## config.mk

```make
export PLATFORM = sky130hd
export DESIGN_NAME = slt_serial
export DESIGN_NICKNAME = d
export VERILOG_FILES = /design/src/rtl/slt_serial_pkg.sv /design/src/rtl/slt_serial_full_adder.sv /design/src/rtl/slt_serial.sv
export SDC_FILE = /design/constraint.sdc
export NUM_CORES = 1
export LEC_CHECK = 0
export BUFFER_PORTS_ARGS = -buffer_cell sky130_fd_sc_hd__buf_2
export CELL_PAD_IN_SITES_DETAIL_PLACEMENT = 1
export CELL_PAD_IN_SITES_GLOBAL_PLACEMENT = 1
export CORE_MARGIN = 2
export CORE_UTILIZATION = 40
export DETAILED_ROUTE_END_ITERATION = 8
export PLACE_DENSITY_LB_ADDON = 0.1
export SKIP_LAST_GASP = 1
export SYNTH_ARGS = -nofsm -noshare
export SYNTH_HDL_FRONTEND = slang
export SYNTH_HIERARCHICAL = 1
export SYNTH_SLANG_ARGS = --single-unit
```

## constraint.sdc

```tcl
create_clock -name clk -period 1.73 [get_ports clk]
set_input_delay 0.173 -clock clk [delete_from_list [all_inputs] [get_ports clk]]
set_output_delay 0.173 -clock clk [all_outputs]
set_load 0.01 [all_outputs]
```

## src/rtl/slt_serial_pkg.sv

```systemverilog
// Shared types for the bit-serial signed/unsigned comparator.
package slt_serial_pkg;

    typedef enum logic [1:0] {
        S_IDLE = 2'd0,
        S_BUSY = 2'd1,
        S_DONE = 2'd2
    } slt_serial_state_t;

endpackage

```

## src/rtl/slt_serial_full_adder.sv

```systemverilog
// One-bit full adder used as the serial subtractor core of slt_serial.
module full_adder (
    input  logic a,
    input  logic b,
    input  logic c_in,
    output logic sum,
    output logic c_out
);

    assign sum   = a ^ b ^ c_in;
    assign c_out = (a & b) | (a & c_in) | (b & c_in);

endmodule

```

## src/rtl/slt_serial.sv

```systemverilog
// Bit-serial comparator: forms a + ~b + 1 LSB-first, one bit per clock,
// and reports signed/unsigned less-than and equality.
//
// state  | meaning
// S_IDLE | ready for operands, i_ready=1
// S_BUSY | shifting one operand bit per clock through the adder
// S_DONE | results presented, o_valid=1 until o_ready
module slt_serial
    import slt_serial_pkg::*;
#(
    parameter int N = 32
) (
    input  logic         clk,
    input  logic         rst,
    input  logic         i_valid,
    output logic         i_ready,
    input  logic [N-1:0] a,
    input  logic [N-1:0] b,
    output logic         o_valid,
    input  logic         o_ready,
    output logic         lt,
    output logic         ltu,
    output logic         eq
);

    localparam int CW = $clog2(N);

    slt_serial_state_t state, state_next;

    logic [N-1:0]  a_sr;
    logic [N-1:0]  b_sr;
    logic [CW-1:0] count;
    logic          carry;
    logic          eq_acc;
    logic          nb;
    logic          s;
    logic          c_next;
    logic          last;
    logic          bit_eq;

    assign nb     = ~b_sr[0];
    assign last   = (count == CW'(N - 1));
    assign bit_eq = (a_sr[0] == b_sr[0]);

    full_adder u_fa (
        .a     (a_sr[0]),
        .b     (nb),
        .c_in  (carry),
        .sum   (s),
        .c_out (c_next)
    );

    always_ff @(posedge clk) begin
        if (rst) begin
            state <= S_IDLE;
        end else begin
            state <= state_next;
        end
    end

    always_comb begin
        state_next = state;
        i_ready    = 1'b0;
        o_valid    = 1'b0;
        case (state)
            S_IDLE: begin
                i_ready = 1'b1;
                if (i_valid) state_next = S_BUSY;
            end
            S_BUSY: begin
                if (last) state_next = S_DONE;
            end
            S_DONE: begin
                o_valid = 1'b1;
                if (o_ready) state_next = S_IDLE;
            end
            default: state_next = S_IDLE;
        endcase
    end

    always_ff @(posedge clk) begin
        if (rst) begin
            a_sr   <= '0;
            b_sr   <= '0;
            count  <= '0;
            carry  <= 1'b0;
            eq_acc <= 1'b0;
            lt     <= 1'b0;
            ltu    <= 1'b0;
            eq     <= 1'b0;
        end else begin
            case (state)
                S_IDLE: begin
                    if (i_valid) begin
                        a_sr   <= a;
                        b_sr   <= b;
                        carry  <= 1'b1;
                        eq_acc <= 1'b1;
                        count  <= '0;
                    end
                end
                S_BUSY: begin
                    carry  <= c_next;
                    eq_acc <= eq_acc & bit_eq;
                    a_sr   <= {1'b0, a_sr[N-1:1]};
                    b_sr   <= {1'b0, b_sr[N-1:1]};
                    if (last) begin
                        count <= '0;
                        ltu   <= ~c_next;
                        // differing sign bits decide lt directly, immune to overflow
                        lt    <= (a_sr[0] ^ b_sr[0]) ? a_sr[0] : s;
                        eq    <= eq_acc & bit_eq;
                    end else begin
                        count <= count + 1'b1;
                    end
                end
                default: ;
            endcase
        end
    end

endmodule

```

# Yosys cells after proc, flatten, opt, wreduce, memory -nomap -nowiden

Cells that the tools add are included.

Bits in registers: 76
Logic and storage cells: 50
Output and inout port bits: 5
Input bits: 68

Muxes and demuxes: 17
Add/sub/neg operators: 1
Reduce and logical (&&, ||, !) cells: 5
Eq/ne operators: 7
Bitwise operators: 11

Operators with widths:

| cell                                                             | count |
|---|---|
| 32-bit one-hot mux with 2 select lines                           | 2 |
| 32-bit 2-to-1 mux                                                | 2 |
| 5-bit 2-to-1 mux                                                 | 2 |
| 5-bit one-hot mux with 2 select lines                            | 1 |
| 2-bit 2-to-1 mux                                                 | 3 |
| 2-bit inequality test (second input constant)                    | 3 |
| 2-bit one-hot mux with 3 select lines                            | 1 |
| 5-bit by 1-bit adder with 5-bit output (second input constant)   | 1 |
| 5-bit == test (second input constant)                            | 1 |
| 1-bit bitwise AND                                                | 4 |
| 1-bit 2-to-1 mux                                                 | 4 |
| 1-bit one-hot mux with 2 select lines                            | 2 |
| 2-bit AND reduction                                              | 2 |
| 3-bit AND reduction                                              | 1 |
| 1-bit bitwise XOR                                                | 3 |
| 2-bit by 1-bit == test with 1-bit output (second input constant) | 1 |
| 2-bit == test (second input constant)                            | 1 |
| 2-bit logical NOT                                                | 1 |
| 1-bit NOT                                                        | 2 |
| 1-bit bitwise OR                                                 | 2 |
| 2-bit nonzero test                                               | 1 |
| 1-bit == test                                                    | 1 |

# Logic depth before layout (Yosys ltp)

Gate-level depths: netlist of the first run.

Depth in word-level cells: 5
Gate-level depth with buffers: 6
Mapped depth without buffers: 6

# Modules after synthesis

Netlist of the first run, hierarchy kept.

Modules (own cells, without submodules):

| module     | sequential area each (um^2) | times used | cells an instance | area each (um^2) |
|---|---|---|---|---|
| slt_serial | 1,521.5                     | 1          | 420               | 3,554.7 |
| full_adder | 0.0                         | 1          | 1                 | 20.0 |

# Least setup slack after synthesis of the first run

OpenSTA, ideal clock, no wires.

Kind: reg-to-reg
Start: register count[0]
End: register lt
Library setup time: 91 ps
Slack: 301 ps
Path buffers: 0
Arrival: 1,338 ps
Cell stages (with the launch flop): 6
Period minus slack after synthesis: 1,429 ps
Required time: 1,639 ps
Cells stage by stage: dfxtp_1 -> ha_1 -> and3_1 -> ha_1 -> and3b_1 -> a311oi_1

Word-level cells in the longest chain between the ends: 2

RTL lines:

| element                       | line              | text |
|---|---|---|
| start: declaration            | slt_serial.sv:32  | `logic [CW-1:0] count;` |
| start signal: assignment      | slt_serial.sv:114 | `count <= count + 1'b1;` |
| 5-bit == test                 | slt_serial.sv:42  | `assign last = (count == CW'(N - 1));` |
| 2-bit AND reduction (no line) | -                 |  |
| end signal: assignment        | slt_serial.sv:111 | `lt <= (a_sr[0] ^ b_sr[0]) ? a_sr[0] : s;` |
| end: declaration              | slt_serial.sv:21  | `output logic lt,` |

Every way passes these cells.
A chain may end at the register's enable or synchronous reset.

# Worst setup path after layout of the first run

Same ends and word-level chain as after synthesis.

==> results of run 1 <==
power by group:
group	leakage (uW)	internal (uW)	switching, uW	total [uW]
clock network	0.000105	849	682	1530
registers	0.000630	1910	95.6	2000
logic	0.000978	314	378	691
total	0.00171	3070	1150	4230
final timing paths:
path | from | endpoint | slack [ns] | cells after the start
setup / recovery | count[0] | lt | 0.12 | 6
hold / removal | a[31] | a_sr[31] | 0.08 | 3
setup reg to reg | count[0] | lt | 0.12 | 6
hold reg to reg | eq | eq | 0.47 | 2
per-layer routing:
| layer | GRT usage (%) | part of all wire [%] |
|---|---|---|
| met4 | 5.585 | 0.76 |
| met3 | 4.539 | 4.2 |
| met5 | 0 | 0 |
| met2 | 32.50 | 45 |
| met1 | 28.09 | 50 |
repair_timing:
item / CTS / global route
setup buffers: 0 / 0
gates resized for setup: 0 / 3
endpoints found under the setup margin: 0 / 2
registers in the layout, indices dropped and copies added (netlist names):
name and cells:
a_sr 32, count 5, state 2, eq_acc 1, b_sr 32, eq 1, ltu 1, carry 1
lt 1
cell families after synthesis:
group                    after synthesis  share of synthesized area [%]
AND/OR/NAND/NOR                      146                          16.31
flip-flops                            76                          42.56
buffers and inverters                 48                          6.825
multiplexers                           1                         0.2800
XOR/XNOR                               1                         0.2451
adder cells (fa/ha/maj)                3                          1.260
AO/OA/AOI/OAI                        146                          32.52
cells in the final DEF (no fill, tap or decap), drive strengths merged, types with 3 or more instances in the layout:
master,synthesis,layout
a211oi,63,63
o21ai,6,6
nor2b,3,3
buf,26,88
a21oi,5,5
a22oi,3,3
clkinvlp,0,3
o2bb2ai,60,60
nor2,131,131
clkbuf,17,10
dfxtp,76,76
inv,5,5
final cells by class:
cell class                 instances  share of cell area (%)
multi-input combinational        297                   42.79
clock inverter                     6                   2.060
timing repair buffer              88                   12.48
inverter                           5                  0.4414
tap                              108                   3.178
sequential                        76                   35.82
clock buffer                      10                   3.237
tightest hold or removal path: cells and delay by family:
family                 cells  cell delay, ns
AO/OA/AOI/OAI              1            0.08
buffers and inverters      1            0.08
AND/OR/NAND/NOR            1            0.07
stage by stage:
step	hold slack, ns	util, %	setup WS (ns)	total power [uW]	std cells
3_3_place_gp	0.4432	46.28	0.2347	2717	574
2_1_floorplan	0.3452	-	0.3010	2517	421
3_5_place_dp	0.4506	46.28	0.06340	2740	574
5_1_grt	0.05974	48.99	0.01028	4459	590
4_1_cts	0.06874	48.88	0.04472	4276	590
6_report	0.08403	48.99	0.1185	4226	590
==> summary.txt, run 1 <==
Clock network
  • Clock transition time at the flip-flop clock pins of the worst setup and hold paths: 0.08 ns
  • H-tree depth: 3
  • Maximum clock insertion buffer count: 2
  • Cts hold-fix bufs: 0
  • CTS tree: built
  • CTS buffer count: 9
  • Num Clock Sinks: 76
  • Clk_lat worst skew: 0.35 ns
  • Clock Tree Root: clkbuf_8

STA
  • Max Fclk: 620.5 MHz
  • Tmin final: 1.612 ns
  • RSZ-0062 raised after global routing: false
  • Worst slew pin tran: 0.5043 ns
  • Clk_skew: 0.007718 ns
  • Slew headroom: 66.38%
  • Final setup fails: 0
  • Final Cycle Share: 93.15%
  • Final Hold Viols: 0
  • Final Max Tran Viols: 0
  • Setup tns final: 0 ns

Worst setup path
  • CP arrival: 1.88 ns
  • Cell at the slowest stage of the critical path: dfxtp_1
  • Delay-heaviest family, CP: simple AND/OR/NAND/NOR gates
  • CP Class: register to register
  • Crit path max fanout: 5
  • CP Cell Sequence: ha_1 -> and3_1 -> ha_2 -> and3b_2 -> nor2_1 -> a311oi_2
  • Critical path endpoint category: register
  • Crit path largest cell delay: 0.39 ns
  • Crit path buf inv count: 0
  • CP startpoint kind: register
  • Worst EP required: 2.00 ns

Routing
  • Routed Antenna Nets: 0
  • DRT Wirelength: 9.438 mm
  • Vias/cell: 5.554
  • Vias: 3277
  • # DRC: 0
  • Detailed-router iteration count before antenna repair: 4
  • Initial drt markers: 79
  • Drt wl/cell: 16.00 um

Synth
  • Post-synth ARST share: 0%
  • Post-Syn Nets: 492
  • EDFF count, synth: 0
  • Area leader, netlist: dfxtp_1
  • Area contributors post-synth: dfxtp_1 (43%), o2bb2ai_1 (15%), nor2_1 (14%)
  • Synth top cells by count: nor2_1 (131), dfxtp_1 (76), a211oi_1 (61)
  • Share of the synthesized area in the top cell type: 42.56%
  • Synth warnings: 6
  • Sequential area share after synthesis: 42.56%
  • Ys flop type: dfxtp_1
  • Mapped Cells: 421
  • Cell variety after synth: 34
  • Most frequent cell after synthesis: nor2_1
  • Synthesized area: 0.003575 mm^2
  • Synthesized area per cell: 8.491 um^2
  • #FFs+latches synth: 76

Floorplan
  • Core area: 0.008678 mm^2
  • Die area: 0.009709 mm^2
  • Row count: 34
  • Starting Density: 41.19%
  • Chip height: 98.54 um
  • # IOs: 73
  • Die Wd: 98.54 um

Placement
  • Number of port buffers: 72
  • DPL Wire Length: 6.029 mm
  • Final GP Congestion: 0.7835
  • Dpl cell area: 0.004016 mm^2

Power
  • Leakage power: 0.001713 uW
  • Peak supply drop: 0.3594 mV
  • Power Density: 994.0 mW/mm^2

Global routing
  • Total track usage: 20.42%
  • First-pass GRT wire length: 16.39 mm
  • Largest net degree at the start of global routing: 46
  • Initial antenna violation count: 0
  • Vias in the first global route: 3390
  • Total grt overflow: 0

Layout
  • Synth-to-Final Area Change: 18.94%
  • Fin area: 0.004252 mm^2
  • Seq. cell area: 0.001523 mm^2
  • Layout Nets: 548
  • Layout fillers: 1067
  • N_diodes: 0
  • Multi-input gate area: 0.001819 mm^2
  • Layout cells sized above 1: 23.65%

Worst hold path
  • Worst min-delay path category: input port to register

Outcome
  • Status: finished, final reports clean

Run
  • Max_cap viols: 0
No activity file was read; power rests on OpenSTA's default activity.
==> run 2, diff against run 1 <==
--- a/config.mk
+++ b/config.mk
@@ -12,6 +12,7 @@
 export CORE_UTILIZATION = 40
 export DETAILED_ROUTE_END_ITERATION = 8
 export PLACE_DENSITY_LB_ADDON = 0.1
+export REMOVE_ABC_BUFFERS = 1
 export SKIP_LAST_GASP = 1
 export SYNTH_ARGS = -nofsm -noshare
 export SYNTH_HDL_FRONTEND = slang
==> run 2 against run 1 <==
Via count is 0.55% lower. Maximum frequency rose by 6.1%. Clock-buffer cell count increased by 3. Highest routed layer unchanged. Clock skew increased by 0.0026 ns. Critical path depth decreased by 1. Global-route usage barely moved. Critical endpoint unchanged. Critical path type unchanged.
==> summary.txt, run 2 (same netlist as run 1, synthesis figures left out) <==
Global routing
  • Largest net degree at the start of global routing: 49
  • First-pass GRT wire length: 16.37 mm
  • Total track usage: 20.43%
  • Initial antenna violation count: 0
  • Vias in the first global route: 3422
  • Total grt overflow: 0

Clock network
  • Maximum clock insertion buffer count: 2
  • Clk_lat worst skew: 0.34 ns
  • H-tree depth: 3
  • Setup bufs post-CTS: 0
  • Clock Tree Root: clkbuf_8
  • CTS tree: built
  • Clock transition time at the flip-flop clock pins of the worst setup and hold paths: 0.07 ns
  • CTS buffer count: 9
  • Num Clock Sinks: 76
  • Cts hold-fix bufs: 0

Layout
  • Layout Nets: 545
  • Most frequent cells in the layout: nor2_1 (131), dfxtp_1 (74), buf_2 (72)
  • Layout fillers: 1092
  • N_diodes: 0
  • Layout cells sized above 1: 22.38%
  • Biggest regs: a_sr: 32 flops, b_sr: 32 flops, count: 5 flops
  • Most common cell after layout, fill and taps aside: nor2_1
  • Synth-to-Final Area Change: 17.71%

Worst setup path
  • CP Cell Sequence: ha_1 -> and3_1 -> ha_2 -> and3b_2 -> a311oi_1
  • Crit path max fanout: 5
  • Crit Reg-Reg Startpoint: count[0]
  • CP startpoint kind: register
  • R2R cell count: 5
  • Worst Setup EP: lt
  • Critical path endpoint category: register
  • R2R Path End: lt
  • Worst EP required: 1.98 ns
  • Setup crit start: count[0]
  • CP arrival: 1.77 ns
  • Reg2Reg Setup Slack: 0.21 ns
  • Crit path largest cell delay: 0.34 ns
  • Cell at the slowest stage of the critical path: dfxtp_2
  • CP Class: register to register

STA
  • RSZ-0062 raised after global routing: false
  • Clk_skew: 0.01029 ns
  • Final setup fails: 0
  • Tmin final: 1.519 ns
  • Worst slew pin tran: 0.4670 ns
  • Final Hold Viols: 0
  • Slew headroom: 68.84%
  • Final Max Tran Viols: 0
  • Hold WS: 0.1028 ns
  • Max Fclk: 658.2 MHz
  • Final Cycle Share: 87.83%

Floorplan
  • # IOs: 73
  • Row count: 34
  • Die Wd: 98.54 um
  • Die area: 0.009709 mm^2
  • Core area: 0.008678 mm^2
  • Chip height: 98.54 um
  • Starting Density: 41.19%

Routing
  • Initial drt markers: 117
  • Vias/cell: 5.561
  • DRT Wirelength: 9.392 mm
  • # DRC: 0
  • Drt wl/cell: 16.03 um
  • Vias: 3259
  • Detailed-router iteration count before antenna repair: 4
  • Routed Antenna Nets: 0

Worst hold path
  • Worst min-delay path category: input port to register

Power
  • Power Density: 951.1 mW/mm^2
  • Total Power: 4002 uW
  • Peak supply drop: 0.4469 mV
  • Leakage power: 0.001699 uW

Run
  • Max_cap viols: 0

Placement
  • DPL Wire Length: 6.073 mm
  • Final GP Congestion: 0.7412
  • Number of port buffers: 72

Outcome
  • Status: finished, final reports clean
run 2: cell types whose count changed in the layout (fill, tap and decap cells not counted):
| cell | previous run | this run |
|---|---|---|
| buf_12 | 4 | 6 |
| clkbuf_1 | 0 | 3 |
| a311oi_2 | 1 | 0 |
| bufinv_16 | 2 | 1 |
| clkinvlp_4 | 3 | 0 |
| a311oi_1 | 0 | 1 |
| dfxtp_1 | 75 | 74 |
| buf_4 | 12 | 7 |
| dfxtp_2 | 1 | 2 |
run 2: how the worst min path moves through the flow:
stage	startpoint	endpoint	depth (start not counted)
final	b[31]	b_sr[31]	3
after global routing	b[31]	b_sr[31]	3
after CTS	b[31]	b_sr[31]	3
after detailed placement	b[31]	b_sr[31]	3
after global placement	b[31]	b_sr[31]	3
after floorplan	rst	b_sr[2]	1
run 2: final cells by class:
class,count,area [um^2],share of cell area (%)
Sequential cell,76,1524,36.22
Multi-Input combinational cell,297,1813,43.09
Clock buffer,13,148.9,3.539
Tap cell,108,135.1,3.211
Timing Repair Buffer,85,533.0,12.67
Clock inverter,2,35.03,0.8326
Inverter,5,18.77,0.4460
run 2: through the flow:
| stage | instances | setup WS, ns | util [%] | TNS, ns | instance area, um^2 |
|---|---|---|---|---|---|
| after global placement | 571 | 0.2043 | 46.31 | 0 | 4019 |
| after global routing | 586 | 0.04208 | 48.49 | 0 | 4208 |
| after floorplan | 378 | -1.372 | - | -90.60 | 3349 |
| final | 586 | 0.2106 | 48.49 | 0 | 4208 |
| after CTS | 586 | 0.09124 | 48.43 | 0 | 4203 |
| after detailed placement | 571 | 0.1158 | 46.31 | 0 | 4019 |
run 2: power by group:
part,switching [uW],internal [uW]
Combinational,380,314
Sequential,90.5,1910
Clock,609,699
run 2: what timing repair did:
item,in CTS,in global routing
endpoints found under the hold margin,0,0
setup endpoints to repair,0,3
resized for setup,0,3
run 2: metal layers:
layer | part of all wire, % | vias to the layer above | wire length [um] | GRT usage (%)
li1 | - | 1630 | - | -
met1 | 48 | 1567 | 4525 | 26.54
met2 | 47 | 52 | 4445 | 34.85
met3 | 3.2 | 10 | 305 | 3.191
met4 | 1.2 | 0 | 116 | 6.639
met5 | 0 | - | 0 | 0
run 2: critical path, delay by kind of cell, from the launching register on:
family	cells	cell delay, ns
AO/OA/AOI/OAI	1	0.25
adder cells (fa/ha/maj)	2	0.41
flip-flops	1	0.34
AND/OR/NAND/NOR	2	0.43
